[src/rtl/quad_demux_router_pkg.sv]
// Shared types for the quad demux router: buffer occupancy encoding and port select values.
package quad_demux_router_pkg;

  typedef enum logic [1:0] {
    EMPTY = 2'd0,
    ONE   = 2'd1,
    TWO   = 2'd2
  } buf_cnt_e;

  localparam logic SEL_A = 1'b0;
  localparam logic SEL_B = 1'b1;

endpackage

[src/rtl/quad_demux_obuf.sv]
// Two-entry output buffer with valid/ready pop; head register drives the output directly.
module quad_demux_obuf
  import quad_demux_router_pkg::*;
#(
  parameter int W = 4
) (
  input  logic         clk,
  input  logic         rst_n,
  input  logic         i_push,
  input  logic [W-1:0] i_data,
  input  logic         i_ready,
  output logic [W-1:0] o_data,
  output logic         o_valid,
  output buf_cnt_e     o_cnt
);

  buf_cnt_e     r_cnt;
  logic [W-1:0] r_head;
  logic [W-1:0] r_second;
  logic         w_pop;

  assign w_pop   = (r_cnt != EMPTY) && i_ready;
  assign o_data  = r_head;
  assign o_valid = (r_cnt != EMPTY);
  assign o_cnt   = r_cnt;

  // Head is left untouched when draining to EMPTY, so o_data keeps the last popped word.
  always_ff @(posedge clk or negedge rst_n) begin
    if (!rst_n) begin
      r_cnt    <= EMPTY;
      r_head   <= '0;
      r_second <= '0;
    end else begin
      case (r_cnt)
        EMPTY: begin
          if (i_push) begin
            r_head <= i_data;
            r_cnt  <= ONE;
          end
        end
        ONE: begin
          if (i_push && w_pop) begin
            r_head <= i_data;
          end else if (i_push) begin
            r_second <= i_data;
            r_cnt    <= TWO;
          end else if (w_pop) begin
            r_cnt <= EMPTY;
          end
        end
        TWO: begin
          if (w_pop) begin
            r_head <= r_second;
            r_cnt  <= ONE;
          end
        end
        default: r_cnt <= EMPTY;
      endcase
    end
  end

endmodule

[src/rtl/quad_demux_router.sv]
// Routes one word stream to port A or B by select bit, or discards and counts it when disabled.
module quad_demux_router
  import quad_demux_router_pkg::*;
#(
  parameter int W     = 4,
  parameter int CNT_W = 8
) (
  input  logic             clk,
  input  logic             rst_n,
  input  logic [W-1:0]     in_data,
  input  logic             in_sel,
  input  logic             in_dis,
  input  logic             in_valid,
  output logic             in_ready,
  output logic [W-1:0]     a_data,
  output logic             a_valid,
  input  logic             a_ready,
  output logic [W-1:0]     b_data,
  output logic             b_valid,
  input  logic             b_ready,
  output logic [CNT_W-1:0] drop_cnt
);

  buf_cnt_e         w_a_cnt;
  buf_cnt_e         w_b_cnt;
  logic             w_acc;
  logic             w_push_a;
  logic             w_push_b;
  logic [CNT_W-1:0] r_drop;

  // Readiness looks only at occupancy, never at the consumer's ready, so a full buffer
  // refuses a push even in a cycle where it is being popped.
  always_comb begin
    in_ready = 1'b1;
    if (!in_dis)
      in_ready = (in_sel == SEL_B) ? (w_b_cnt != TWO) : (w_a_cnt != TWO);
  end

  assign w_acc    = in_valid && in_ready;
  assign w_push_a = w_acc && !in_dis && (in_sel == SEL_A);
  assign w_push_b = w_acc && !in_dis && (in_sel == SEL_B);

  always_ff @(posedge clk or negedge rst_n) begin
    if (!rst_n)
      r_drop <= '0;
    else if (w_acc && in_dis && (r_drop != {CNT_W{1'b1}}))
      r_drop <= r_drop + 1'b1;
  end

  assign drop_cnt = r_drop;

  quad_demux_obuf #(.W(W)) u_obuf_a (
    .clk     (clk),
    .rst_n   (rst_n),
    .i_push  (w_push_a),
    .i_data  (in_data),
    .i_ready (a_ready),
    .o_data  (a_data),
    .o_valid (a_valid),
    .o_cnt   (w_a_cnt)
  );

  quad_demux_obuf #(.W(W)) u_obuf_b (
    .clk     (clk),
    .rst_n   (rst_n),
    .i_push  (w_push_b),
    .i_data  (in_data),
    .i_ready (b_ready),
    .o_data  (b_data),
    .o_valid (b_valid),
    .o_cnt   (w_b_cnt)
  );

endmodule

[config.mk]
export PLATFORM = sky130hd
export DESIGN_NAME = quad_demux_router
export DESIGN_NICKNAME = d
export VERILOG_FILES = /design/src/rtl/quad_demux_router_pkg.sv /design/src/rtl/quad_demux_obuf.sv /design/src/rtl/quad_demux_router.sv
export SDC_FILE = /design/constraint.sdc
export NUM_CORES = 1
export LEC_CHECK = 0
export BUFFER_PORTS_ARGS = -buffer_cell sky130_fd_sc_hd__buf_2
export CORE_MARGIN = 3
export CORE_UTILIZATION = 35
export CTS_CLUSTER_SIZE = 8
export DETAILED_ROUTE_END_ITERATION = 10
export GPL_TIMING_DRIVEN = 0
export PLACE_DENSITY_LB_ADDON = 0.1
export SKIP_LAST_GASP = 1
export SYNTH_ARGS = -nofsm -noshare
export SYNTH_HDL_FRONTEND = slang
export SYNTH_HIERARCHICAL = 1
export SYNTH_SLANG_ARGS = --single-unit
[constraint.sdc]
create_clock -name clk -period 2.3 [get_ports clk]
set_input_delay 0.345 -clock clk [delete_from_list [all_inputs] [get_ports clk]]
set_output_delay 0.345 -clock clk [all_outputs]
set_load 0.02 [all_outputs]
==> reports/qor.csv <==
stage,metric,value,unit
finish,Post-Layout Cell Count,191,
pwr,clock group share of total power,0.237,
synth,syn nets,122,
drt,Iter 0 DRT Violations,26,
floorplanning,I/O Pins,30,
sta,final hold slack,79.0,ps
finish,post-route cell area,1740,um2
sta,Setup-failing EPs final,0,
drt,WL per Instance,13.7,um
clock_network,Hold Buf Count CTS,0,
floorplanning,die height,70.7,um
placed_design,GP Congestion,0.720,
floorplanning,Initial Utilization,0.380,
placed_design,# port buffers,29,
floorplanning,CORE AREA,3850,um2
floorplanning,die width,70.7,um
global_routing,Tot GR Track Use,0.105,
drt,vias per cell,5.05,
global_routing,vias in the first global route,923,
worst_setup_path,CP Data Required Time,2460,ps
finish,Fill cells,374,
pwr,LEAKAGE,0.780,nW
drt,DRC,0,
synth,"EDFF count, synth",0,
floorplanning,die area,5000,um2
sta,Final Hold Fails,0,
finish,n_diodes,0,
job,Max-Cap Viols,0,
floorplanning,number of core rows,22,
clock_network,CTS root buf,clkbuf_8,
global_routing,"Remaining Overflow, GRT",0,
sta,Post-Route Setup TNS,0,ps
synth,post-synthesis register bit count,28,
clock_network,Max H-tree Level,1,
sta,minimum clock period,2050,ps
drt,Post-Route WL,2.62,mm
pwr,overall power,1.60,mW
global_routing,antenna violations before repair,0,
global_routing,largest net degree at the start of global routing,29,
finish,fraction of layout cells with a size suffix above 1,0.497,
worst_setup_path,CP Class,flop to flop,
worst_setup_path,Critical Path AT,2210,ps
synth,Async SR Flop Fraction,1.00,
clock_network,total CTS buffers,3,
drt,Vias,965,
drt,First-pass DRT Iterations,4,
sta,Worst-Margin Slew,615,ps
sta,RSZ-0062 raised after global routing,false,
sta,Final Slew Violations,0,
worst_setup_path,CP endpoint kind,flop,
clock_network,CTS tree,yes,
pwr,Power Density,917,nW/um2
synth,"Seq/Total Area, Yosys",0.478,
synth,post-synth cell types,34,
min_path,Hold Crit Class,input port to async pin,
pwr,Net Sw Power,0.522,mW
synth,post-synth top area cell,dfrtp_1,
clock_network,clk_lat worst skew,270,ps
pwr,Reg power frac,0.473,
clock_network,CTS max path bufs,2,
drt,post-detailed-route count of antenna-violating nets,0,
synth,prevailing post-synth register cell,dfrtp_1,
sta,fmax,489,MHz
synth,"top cells by area, synth","dfrtp_1, mux2_2, mux2_4",
clock_network,Post-CTS Setup Bufs,0,
run_status,status,finished clean,
worst_setup_path,Critical Path Fanout Max,9,
synth,Synth Warn #,6,
pwr,maximum VDD drop,471,uV
worst_setup_path,Setup crit start kind,flop,
sta,clk_skew,3.62,ps
synth,Synth top cells by count,"dfrtp_1, mux2_2, mux2_4",
placed_design,Area after DPL,1670,um2
clock_network,CTS sink count,28,
pwr,Switching Share,0.327,
synth,cells after synthesis,110,
clock_network,"Clk pin slew, worst setup/hold paths",90,ps
placed_design,dpl cells,187,
finish,Nets,156,
synth,most frequent cell after synthesis,dfrtp_1,
pwr,combinational power share,0.290,
sta,relative slew slack,0.590,
synth,Post-Synthesis Cell Area,1470,um2
global_routing,first-pass GRT wire length,4.25,mm
synth,post-synth top area share,0.478,
sta,final period utilization,0.890,
synth,Avg Inst Size Synth,13.3,um2
finish,area grow syn2layout,18.9,%
placed_design,DP Wirelength,2.02,mm
clock_network,post_cts resized,0,
pwr,P_int,1.07,mW
-- cells by family after synthesis --
| kind of cell | share of synthesized area |
|---|---|
| mux | 0.234 |
| flops | 0.478 |
| buf+inv | 0.00256 |
| fa+ha+maj | 0.00854 |
| xor+xnor | 0.0239 |
| simple gates | 0.171 |
| compound gates | 0.0820 |
-- per-layer routing --
metal  vias up  GRT usage  routed length, um
li1        476          -                  -
met4         0     0.0376                 25
met3         4     0.0170                103
met5         -          0                  0
met2        20      0.165               1210
met1       465      0.146               1280
-- through the flow --
stage | setup slack (ps) | utilization
floorplan | 450 | -
global placement | 276 | 0.433
detailed placement | 269 | 0.433
CTS | 250 | 0.452
global route | 135 | 0.452
finish | 254 | 0.452
-- cell usage in the layout, fill, tap and decap left out, drive strengths merged --
master   count
mux2        26
nand3        1
mux2i        2
and4         2
nor3b        2
nand3b       3
and2         2
nand2b       2
a21oi        7
buf         29
dfrtp       28
ha           1
o2111ai      1
nand4        2
nor2b        8
bufinv       1
clkbuf       3
o22ai        2
or2          3
o211ai       2
a41oi        1
nor2         2
xnor2        4
inv          1
nand2        1
a31oi        2
o21ai        3
nor4b        1
and3         1
-- flip-flops by register name, indices dropped and copies added (netlist names) --
| signal | count |
|---|---|
| u_obuf_b/o_data | 4 |
| drop_cnt | 8 |
| u_obuf_a/o_data | 4 |
| u_obuf_b/o_cnt | 2 |
| u_obuf_b/r_second | 4 |
| u_obuf_a/r_second | 4 |
| u_obuf_a/o_cnt | 2 |
-- power groups by stage --
stage / Clock (mW) / Sequential (mW) / Combinational (mW)
after detailed placement: 0 / 0.767 / 0.471
after CTS: 0.395 / 0.757 / 0.472
final: 0.378 / 0.755 / 0.463
after global routing: 0.417 / 0.779 / 0.501
after floorplan: 0 / 0.859 / 0.205
after global placement: 0 / 0.756 / 0.462
-- worst max-delay path, cell delays in order (launching register included) --
cell and delay (ps):
dfrtp_1 470, nor2b_1 160, nor4b_1 480, nor2b_1 290, and2_4 210, mux2_2 330
-- final cells by class --
class / count / area [um2] / area share
multi-input combinational: 81 / 761 / 0.437
sequential: 28 / 701 / 0.402
timing repair buffer: 29 / 145 / 0.0833
tap: 48 / 60.1 / 0.0345
clock buffer: 3 / 41.3 / 0.0237
clock inverter: 1 / 30.0 / 0.0172
inverter: 1 / 3.75 / 0.00216
-- worst paths after layout --
check	from	end	slack (ps)	depth (start not counted)
worst max-delay path	u_obuf_a/o_cnt[1]	u_obuf_a/r_second[2]	250	5
worst min-delay path	rst_n	drop_cnt[5]	80	1
worst max register to register	u_obuf_a/o_cnt[1]	u_obuf_a/r_second[2]	250	5
worst min register to register	u_obuf_a/o_data[0]	u_obuf_a/o_data[0]	510	1
max in group asynchronous	rst_n	drop_cnt[7]	1820	1
min in group clk	a_ready	u_obuf_a/o_cnt[1]	300	2
Note: power is estimated with default switching activity, not from simulation.
